### config.mk
export PLATFORM = sky130hd
export DESIGN_NAME = nrisc_sequencer
export DESIGN_NICKNAME = d
export VERILOG_FILES = /design/src/rtl/nrisc_sequencer.sv
export SDC_FILE = /design/constraint.sdc
export NUM_CORES = 1
export LEC_CHECK = 0
export CAP_MARGIN = 30
export CORE_MARGIN = 1.5
export CORE_UTILIZATION = 40
export DETAILED_ROUTE_END_ITERATION = 7
export PLACE_DENSITY = 0.78
export SLEW_MARGIN = 40
export SYNTH_ARGS = -nofsm -noshare
export SYNTH_HDL_FRONTEND = slang
export SYNTH_SLANG_ARGS = --single-unit
### constraint.sdc
create_clock -name ck -period 2.3 [get_ports ck]
set_input_delay 0.345 -clock ck [delete_from_list [all_inputs] [get_ports ck]]
set_output_delay 0.345 -clock ck [all_outputs]
set_load 0.005 [all_outputs]
### src/rtl/nrisc_sequencer.sv
// Multicycle control FSM for the 8-bit nRisc core: fetch/decode/execute/memory/writeback
// sequencing, data-memory handshake with timeout, and a retired-instruction counter.
module nrisc_sequencer #(
    parameter int MEM_TIMEOUT = 16,
    parameter int CNT_W       = 16
) (
    input  logic             ck,
    input  logic             rst_n,
    input  logic             start,
    input  logic [7:0]       inst,
    input  logic             zero,
    input  logic             mem_ack,
    output logic             ir_write,
    output logic             pc_write,
    output logic [1:0]       pc_src,
    output logic             alu_src,
    output logic             alu_op,
    output logic             reg_write,
    output logic             mem_to_reg,
    output logic             mem_read,
    output logic             mem_write,
    output logic [2:0]       state,
    output logic             halted,
    output logic             fault,
    output logic [CNT_W-1:0] retired
);

    typedef enum logic [2:0] {
        S_IDLE   = 3'd0,
        S_FETCH  = 3'd1,
        S_DECODE = 3'd2,
        S_EXEC   = 3'd3,
        S_MEM    = 3'd4,
        S_WB     = 3'd5,
        S_HALT   = 3'd6
    } state_t;

    localparam logic [2:0] OP_JAL = 3'b000;
    localparam logic [2:0] OP_JR  = 3'b001;
    localparam logic [2:0] OP_ADD = 3'b010;
    localparam logic [2:0] OP_BEQ = 3'b011;
    localparam logic [2:0] OP_SW  = 3'b100;
    localparam logic [2:0] OP_LW  = 3'b101;
    localparam logic [2:0] OP_XOR = 3'b110;
    localparam logic [2:0] OP_LA  = 3'b111;

    // Last wait count before the timeout fires; the MEM cycle holding this count faults.
    localparam logic [7:0] WAIT_LAST = 8'(MEM_TIMEOUT - 1);

    state_t           state_reg, state_next;
    logic [2:0]       op_reg;
    logic [7:0]       wait_reg, wait_next;
    logic             fault_reg, fault_set;
    logic [CNT_W-1:0] retired_reg;
    logic             retire;

    always_ff @(posedge ck or negedge rst_n) begin
        if (!rst_n) begin
            state_reg   <= S_IDLE;
            op_reg      <= 3'b000;
            wait_reg    <= 8'd0;
            fault_reg   <= 1'b0;
            retired_reg <= '0;
        end else begin
            state_reg <= state_next;
            wait_reg  <= wait_next;
            if (state_reg == S_DECODE)
                op_reg <= inst[7:5];
            if (fault_set)
                fault_reg <= 1'b1;
            if (retire)
                retired_reg <= retired_reg + {{(CNT_W-1){1'b0}}, 1'b1};
        end
    end

    always_comb begin
        state_next = state_reg;
        wait_next  = 8'd0;
        fault_set  = 1'b0;
        ir_write   = 1'b0;
        pc_write   = 1'b0;
        pc_src     = 2'b00;
        alu_src    = 1'b0;
        alu_op     = 1'b0;
        reg_write  = 1'b0;
        mem_to_reg = 1'b0;
        mem_read   = 1'b0;
        mem_write  = 1'b0;
        halted     = 1'b0;
        case (state_reg)
            S_IDLE: begin
                if (start)
                    state_next = S_FETCH;
            end
            S_FETCH: begin
                ir_write   = 1'b1;
                state_next = S_DECODE;
            end
            S_DECODE: begin
                state_next = (inst == 8'hFF) ? S_HALT : S_EXEC;
            end
            S_EXEC: begin
                case (op_reg)
                    OP_JAL: begin
                        reg_write  = 1'b1;
                        pc_src     = 2'b10;
                        pc_write   = 1'b1;
                        state_next = S_FETCH;
                    end
                    OP_JR: begin
                        pc_src     = 2'b11;
                        pc_write   = 1'b1;
                        state_next = S_FETCH;
                    end
                    OP_ADD: begin
                        alu_src    = 1'b1;
                        state_next = S_WB;
                    end
                    OP_XOR: begin
                        alu_src    = 1'b1;
                        alu_op     = 1'b1;
                        state_next = S_WB;
                    end
                    OP_BEQ: begin
                        pc_write   = 1'b1;
                        pc_src     = zero ? 2'b01 : 2'b00;
                        state_next = S_FETCH;
                    end
                    default: begin
                        // sw/lw/la: register-operand add forms the memory address
                        state_next = S_MEM;
                    end
                endcase
            end
            S_MEM: begin
                mem_write = (op_reg == OP_SW);
                mem_read  = (op_reg != OP_SW);
                if (mem_ack) begin
                    if (op_reg == OP_SW) begin
                        pc_write   = 1'b1;
                        state_next = S_FETCH;
                    end else begin
                        state_next = S_WB;
                    end
                end else if (wait_reg == WAIT_LAST) begin
                    fault_set  = 1'b1;
                    state_next = S_HALT;
                end else begin
                    wait_next = wait_reg + 8'd1;
                end
            end
            S_WB: begin
                reg_write  = 1'b1;
                mem_to_reg = (op_reg == OP_LW) || (op_reg == OP_LA);
                pc_write   = 1'b1;
                state_next = S_FETCH;
            end
            S_HALT: begin
                halted = 1'b1;
            end
            default: begin
                state_next = S_IDLE;
            end
        endcase
    end

    // Every retired instruction leaves through exactly one PC-writing state into FETCH.
    assign retire  = (state_next == S_FETCH) &&
                     ((state_reg == S_EXEC) || (state_reg == S_MEM) || (state_reg == S_WB));
    assign state   = state_reg;
    assign fault   = fault_reg;
    assign retired = retired_reg;

endmodule
Word level (Yosys, flattened, before mapping)
Cells that the tools add are included.
Operators by class
  $add $sub $neg: 2
  eq/ne operators: 17
  mux-type cells: 31
  reduce and logical (&&, ||, !) cells: 8
Operators by type and width (number)
  $mux W8: 3
  $eq A3 B3 Y1 const B: 7
  $pmux W3 S7: 1
  $mux W1: 17
  $add A16 B1 Y16 const B: 1
  $mux W3: 5
  $eq A3 B2 Y1 const B: 4
  $eq A3 B1 Y1 const B: 3
  $add A8 B1 Y8 const B: 1
  $eq A8 B4 Y1 const B: 1
  $eq A8 B8 Y1 const B: 1
  $logic_not A3 Y1: 2
  $pmux W2 S3: 1
  $pmux W3 S2: 1
  $logic_or A1 B1 Y1: 3
  $ne A3 B3 Y1 const B: 1
  $pmux W1 S3: 1
  $reduce_or A3 Y1: 1
  $mux W2: 1
  $pmux W1 S2: 1
  $reduce_or A2 Y1: 1
  $logic_and A1 B1 Y1: 1
Word-level totals
  bits in registers: 31
  input bits: 13
  output and inout bits: 31
  word-level logic and storage cells: 63

Logic depth before layout (Yosys ltp)
Gate-level depths: netlist of run 1.
  word-level depth: 6
  gate-level depth with buffers: 7
  mapped depth without buffers: 5

Worst setup path after synthesis of run 1
No wires, ideal clock.
  path type: register -> register
  start point: register state_reg[2], in the netlist state[2]
  end point: register retired_reg[1], in the netlist retired[1]
  library setup time: 125 ps
  arrival: 1867 ps
  required time: 2175 ps
  setup slack: 308 ps
  stages on the path, launching flop included: 8
  path buffers: 2
  clock period less this slack: 1992 ps
  cell sequence: dfrtp_1 > buf_6 > or3b_1 > buf_2 > o32a_4 > nand2_8 > nor2_4 > mux2_4
Between the ends
  word-level cells in the longest chain between the ends: 5
  elaborated cells between the ends (all ways): 15
  those cells by class: eq/ne: 7; mux: 4; reduce/logical: 4
Ends and longest elaborated chain
  start: declaration: line 50  | state_t state_reg, state_next;
  start signal: assignment: line 65  | state_reg <= state_next;
  $mux W3: line 145  | end else if (wait_reg == WAIT_LAST) begin
  $mux W3: line 138  | if (mem_ack) begin
  $pmux W3 S7 (*): line 90  | case (state_reg)
  via state_next[2]: line 50
  $eq A3 B1 Y1 (*): line 168  | assign retire = (state_next == S_FETCH) &&
  $logic_and A1 B1 Y1 (*): line 168
  end signal: assignment: line 72  | retired_reg <= retired_reg + {{(CNT_W-1){1'b0}}, 1'b1};
  end: declaration: line 54  | logic [CNT_W-1:0] retired_reg;
Mark *: on every way through the listed nets, which the timed path passes. The rest lies on a longest branch.
A chain may end at the register's enable or synchronous reset.

Final worst setup path of run 1
  start point: register state_reg[2], in the netlist state[2]
  end point: output alu_src
Between the ends
  word-level cells in the longest chain between the ends: 2
Ends and longest elaborated chain
  $eq A3 B2 Y1: line 90
  $mux W1: line 90
  end: declaration: line 16  | output logic alu_src,
No other way between the ends.

==> impl_metrics.csv, run 1 <==
group,metric,value,unit
global_route,grt_use_met1,24.3,%
floorplanning,start_util,43.0,%
yosys,ys.flop_type,"dfrtp_1",
global_route,grt_antenna_before_repair,0,
yosys,synth_top_area_share,47.8,%
layout,final_util,62.5,%
setup_path,crit_path_start,"state[2]$_DFF_PN0_",
global_route,overflow,0,
min_path,hp-class,"primary input to async pin",
setup_path,cp_data_required_time,1.96,ns
yosys,seq_area_frac_synth,47.8,%
yosys,yosys.cell_types.count,42,
global_route,met3_usage,3.55,%
clock_tree,cts_max_path_buffers,2,
yosys,synth.cell_area,1620,sq um
timing,setup_viol,0,
setup_path,cp-start-kind,"register",
setup_path,setup.reg_to_reg.worst_slack,0.22,ns
layout,nets,237,
detailed_routing,ant_nets,0,
clock_tree,htreeDepth,2,
timing,worstMarginPinSlew,0.436,ns
global_route,grt_start_max_net_pins,32,
setup_path,r2r-end,"retired[15]$_DFFE_PN0P_",
clock_tree,clkTransAtPathRegs,0.05,ns
timing,final_hold_viol_count,0,
layout,largest_register_ffs,16,
setup_path,criticalPathCategory,"register to output pin",
timing,slew_violations,0,
layout,num_antenna_cells,0,
clock_tree,numCtsBuffers,5,
yosys,yosysMostFrequentCell,"dfrtp_1",
setup_path,cp_top_family,"buffers and inverters",
setup_path,cp.buffers_inverters,2,
timing,clock-skew-final,0.00681,ns
yosys,ys_ff_latch,31,
setup_path,cp-endpoint,"alu_src",
timing,rsz0062_at_grt,"no",
power_and_ir_drop,ir_drop,740,uV
yosys,syn-num-nets,170,
yosys,yosysWarnings,0,
floorplanning,boundaryPins,44,
yosys,synth_top_area_cell,"dfrtp_1",
floorplanning,fp.dieW,66.7,um
floorplanning,dieHeight,66.7,um
detailed_routing,vias,1369,
layout,drive_gt1_share,19.8,%
layout,area_growth,45.4,%
placement,dp_hpwl,2.59,mm
global_route,grt_use_total,18.8,%
detailed_routing,routed_wl,3.68,mm
setup_path,r2r_cells,7,
yosys,synth_cells,155,
setup_path,crit_path_end_kind,"output pin",
clock_tree,ctsHoldBuffers,0,
detailed_routing,vias_per_cell,5.07,
yosys,synthTopCellsByArea,"dfrtp_1 48%, xor2_1 7.6%, xnor2_1 4.3%",
global_route,grt_pass1_wl,6.30,mm
detailed_routing,drt-pass1-iter-count,6,
placement,place_congestion,0.792,
flow_run,max-cap-violations,0,
yosys,syn_avg_cell_area,10.5,sq um
floorplanning,rows,22,
setup_path,cpPeakStageDelay,0.53,ns
global_route,grt_pass1_vias,1372,
setup_path,crit_path_max_fanout,8,
yosys,synth_edf_count,0,
detailed_routing,drc,0,
clock_tree,cts_tree,"yes",
timing,slew_headroom,70.7,%
outcome,status,"finished, final reports clean",
power_and_ir_drop,power_density,981,nW/um^2
clock_tree,root_buffer,"clkbuf_8",
setup_path,slowest_stage,"clkdlybuf4s50_1",
setup_path,path_cells,"buf_6 -> nand3b_1 -> nor3_4 -> clkdlybuf4s50_1",
floorplanning,dieArea,4440,sq um
global_route,grtUsageMet2,31.1,%
global_route,top_usage_layer,"met2",
power_and_ir_drop,leakagePower,1.08,nW
timing,fin_crit_sh,96.0,%
detailed_routing,drtIter0Drc,47,
yosys,synth_common_cells,"31 x dfrtp_1, 18 x nor2_1, 14 x xor2_1, 10 x nor3_1, 9 x nand2_1",
clock_tree,clock-sinks,31,
setup_path,cp_data_arrival_time,1.86,ns
setup_path,cp.depth,4,
clock_tree,clkLatencyLatePin,0.29,ns
placement,placed_cell_area,2150,sq um
yosys,async_reset_ff_share,100,%
detailed_routing,routedWlPerCell,13.6,um
timing,min_period,2.21,ns
layout,design_area,2360,sq um
floorplanning,coreArea,3770,sq um
setup_path,worstReg2RegStart,"state[2]$_DFF_PN0_",
placement,port_buffers,43,
timing,max_freq,453,MHz
==> cell families after synthesis <==
logic type	Yosys count	synth area share, %
AOI/OAI and AO/OA	11	6.71
muxes	5	3.63
and+or+nand+nor	73	24.9
buffers and inverters	11	3.47
adders and majority gates	2	1.54
xor gates and xnor gates	22	11.9
DFF	31	47.8
==> report_power, final <==
part	switching, mW	internal [mW]
registers	0.138	0.651
clock network	0.194	0.234
logic	0.471	0.628
total	0.802	1.51
==> what timing repair did <==
item,4_1_cts,5_1_grt
endpoints found under the setup margin,3,3
pin swaps,2,1
buffers inserted,7,7
resized for setup,6,4
==> worst register-to-register path: stages (launching register included) <==
cell	delay [ns]
dfrtp_1	0.39
buf_6	0.14
nand3b_1	0.25
buf_4	0.20
a211oi_1	0.37
nand3_1	0.24
nor3_1	0.26
xor2_1	0.17
==> worst min-delay path by stage <==
stage / end / startpoint / cells past startpoint / slack [ns]
2_1_floorplan: fault$_DFFE_PN0P_ / rst_n / 0 / 0.05
3_3_place_gp: fault$_DFFE_PN0P_ / fault$_DFFE_PN0P_ / 1 / 0.44
3_5_place_dp: fault$_DFFE_PN0P_ / fault$_DFFE_PN0P_ / 1 / 0.45
4_1_cts: fault$_DFFE_PN0P_ / fault$_DFFE_PN0P_ / 1 / 0.46
5_1_grt: fault$_DFFE_PN0P_ / fault$_DFFE_PN0P_ / 1 / 0.49
6_report: op_reg[1]$_DFFE_PN0P_ / rst_n / 2 / 0.45
==> per-stage QoR <==
stage | TNS, ns | std cells | worst slack [ns] | total power, mW | hold WS [ns]
2_1_floorplan | 0 | 155 | 0.308 | 1.31 | 0.0494
3_3_place_gp | 0 | 250 | 0.0146 | 1.71 | 0.444
4_1_cts | -0.0339 | 264 | -0.0339 | 2.25 | 0.464
6_report | 0 | 270 | 0.0929 | 2.31 | 0.446
3_5_place_dp | -0.00249 | 250 | -0.00249 | 1.72 | 0.447
5_1_grt | 0 | 270 | 0.00792 | 2.47 | 0.494
==> routing by layer <==
metal | wire (um) | vias to the layer above
met1 | 1660 | 648
met5 | 0 | -
met4 | 58 | 0
li1 | - | 673
met2 | 1780 | 40
met3 | 189 | 8
==> placed cells by master, fill, tap and decap left out, types with 2 or more instances in the layout <==
| master | n |
|---|---|
| dfrtp_1 | 30 |
| buf_4 | 22 |
| dlygate4sd2_1 | 2 |
| xor2_1 | 14 |
| xnor2_1 | 8 |
| nor4_1 | 5 |
| mux2_2 | 3 |
| nand2_1 | 9 |
| dlymetal6s2s_1 | 2 |
| nand4_1 | 5 |
| ha_1 | 2 |
| or3b_4 | 2 |
| inv_1 | 5 |
| clkbuf_8 | 6 |
| nor2_1 | 18 |
| nand3_1 | 8 |
| and3_1 | 3 |
| clkdlybuf4s50_1 | 39 |
| a21oi_1 | 2 |
| nand2b_1 | 3 |
| nor3_1 | 9 |
==> area by class of cell <==
class	count	area (sq um)
well taps	48	60.1
flip-flops and latches	31	777
clock inverters	1	5.00
inverters	5	18.8
clock buffers	6	82.6
repair buffers	66	609
multi-input cells	113	806
fillers	305	1410
No activity file was read; power rests on OpenSTA's default activity.
==> run 2: changes to the inputs <==
Settings changed: MAX_ROUTING_LAYER set to met4, RECOVER_POWER set to 25.
==> run 2 against run 1 <==
Net effect: clock skew is essentially flat; highest routed layer unchanged; count of clock-buffer cells in the layout stayed put; clock power barely moved; worst setup slack better by 0.0090 ns; critical path depth did not move; die area unchanged; register-to-register slack hardly changed; sequential cell count stayed put; sequential power hardly changed; via count is 0.80% higher; design area decreased by 0.11%.
==> impl_metrics.csv, run 2 (synthesis gave the netlist of run 1 again) <==
group,metric,value,unit
timing,timing.hold.ws,0.461,ns
floorplanning,coreArea,3770,sq um
timing,final_hold_viol_count,0,
outcome,status,"finished, final reports clean",
clock_tree,clkTransAtPathRegs,0.06,ns
detailed_routing,routed_wl,3.75,mm
global_route,grt_pass1_vias,1375,
layout,area_growth,45.3,%
placement,place_congestion,0.803,
clock_tree,ctsHoldBuffers,0,
layout,drive_gt1_share,19.8,%
timing,setup_tns,0,ns
flow_run,max-cap-violations,0,
timing,worstMarginPinSlew,0.801,ns
min_path,hp-class,"register to register",
global_route,grt_start_max_net_pins,32,
detailed_routing,drtIter0Drc,61,
placement,dp_hpwl,2.59,mm
clock_tree,cts_tree,"yes",
global_route,grt_antenna_before_repair,0,
placement,place_inst,250,
floorplanning,boundaryPins,44,
timing,fin_crit_sh,95.6,%
clock_tree,numCtsBuffers,5,
floorplanning,dieHeight,66.7,um
timing,clock-skew-final,0.00696,ns
layout,num-fill-cells,309,
setup_path,crit_path_max_fanout,6,
clock_tree,clkLatencyLatePin,0.28,ns
layout,nets,237,
global_route,grt_use_total,19.3,%
power_and_ir_drop,ir_drop,722,uV
floorplanning,fp.dieW,66.7,um
clock_tree,cts_max_path_buffers,2,
detailed_routing,ant_nets,0,
floorplanning,rows,22,
clock_tree,root_buffer,"clkbuf_8",
timing,slew_violations,0,
global_route,grt_pass1_wl,6.30,mm
setup_path,cp_data_required_time,1.96,ns
layout,fin_cells,270,
detailed_routing,vias_per_cell,5.11,
detailed_routing,vias,1380,
floorplanning,start_util,43.0,%
setup_path,crit_path_end_kind,"output pin",
timing,max_freq,455,MHz
power_and_ir_drop,power_density,984,nW/um^2
setup_path,cp_data_arrival_time,1.85,ns
detailed_routing,drc,0,
placement,port_buffers,43,
floorplanning,dieArea,4440,sq um
timing,min_period,2.20,ns
power_and_ir_drop,leakagePower,1.08,nW
layout,largest_register_ffs,16,
clock_tree,clock-sinks,31,
layout,num_antenna_cells,0,
setup_path,cp-start-kind,"register",
timing,rsz0062_at_grt,"no",
layout,final_common_cell,"clkdlybuf4s50_1",
timing,setup_viol,0,
detailed_routing,routedWlPerCell,13.9,um
global_route,overflow,0,
layout,layout_common_cells,"38 x clkdlybuf4s50_1, 30 x dfrtp_1, 21 x buf_4, 18 x nor2_1, 14 x xor2_1",
detailed_routing,drt-pass1-iter-count,7,
timing,slew_headroom,46.6,%
clock_tree,htreeDepth,2,
setup_path,criticalPathCategory,"register to output pin",
run 2: metrics by stage:
step	setup slack (ns)	total power, mW	util, %	cell area, sq um
final	0.102	2.32	62.5	2360
after global routing	0.00962	2.47	62.5	2360
after CTS	-0.0339	2.25	60.9	2300
after detailed placement	-0.00249	1.72	57.0	2150
after global placement	0.0146	1.71	57.0	2150
after floorplan	0.308	1.31	-	1620
run 2: critical path: stages (launching register included):
cell             delay (ns)
dfrtp_1                0.40
buf_6                  0.14
nand3b_1               0.25
nor3_4                 0.26
clkdlybuf4s50_1        0.54
run 2: final timing paths:
kind / from / to / slack (ns) / cells after the start
setup / recovery: state[2]$_DFF_PN0_ / alu_src / 0.10 / 4
hold / removal: fault$_DFFE_PN0P_ / fault$_DFFE_PN0P_ / 0.46 / 1
setup reg to reg: state[2]$_DFF_PN0_ / retired[15]$_DFFE_PN0P_ / 0.23 / 7
hold reg to reg: fault$_DFFE_PN0P_ / fault$_DFFE_PN0P_ / 0.46 / 1
max in group asynchronous: rst_n / op_reg[0]$_DFFE_PN0P_ / 1.07 / 2
min in group asynchronous: rst_n / state[1]$_DFF_PN0_ / 0.67 / 2
run 2: power by group:
| group | internal, mW | leakage [nW] | switching, mW | total (mW) |
|---|---|---|---|---|
| Combinational | 0.627 | 0.627 | 0.474 | 1.10 |
| Sequential | 0.651 | 0.407 | 0.140 | 0.791 |
| Clock | 0.234 | 0.0470 | 0.192 | 0.426 |
run 2: repair_timing:
item                       4_1_cts  5_1_grt
buffers inserted                 7        7
pin swaps                        2        1
resized for setup                6        4
setup endpoints to repair        3        3
hold endpoints to repair         0        0
run 2: cell type report:
class | count | area (sq um) | share of cell area, %
multi-input combinational | 113 | 806 | 34.2
sequential | 31 | 777 | 33.0
timing repair buffer | 66 | 607 | 25.8
clock buffer | 6 | 82.6 | 3.51
tap | 48 | 60.1 | 2.55
inverter | 5 | 18.8 | 0.797
clock inverter | 1 | 5.00 | 0.212
run 2: metal layers:
layer,track usage (%),up-vias,part of all wire [%]
met3,3.55,4,5.0
li1,-,675,-
met4,7.14,0,0.77
met1,24.3,663,45
met2,31.1,38,49
met5,-,-,0
==> run 3: changes to the inputs <==
Settings changed: CTS_CLUSTER_SIZE set to 30.
==> results of run 3 <==
No change in the layout: final DEF, timing and power equal those of run 2.
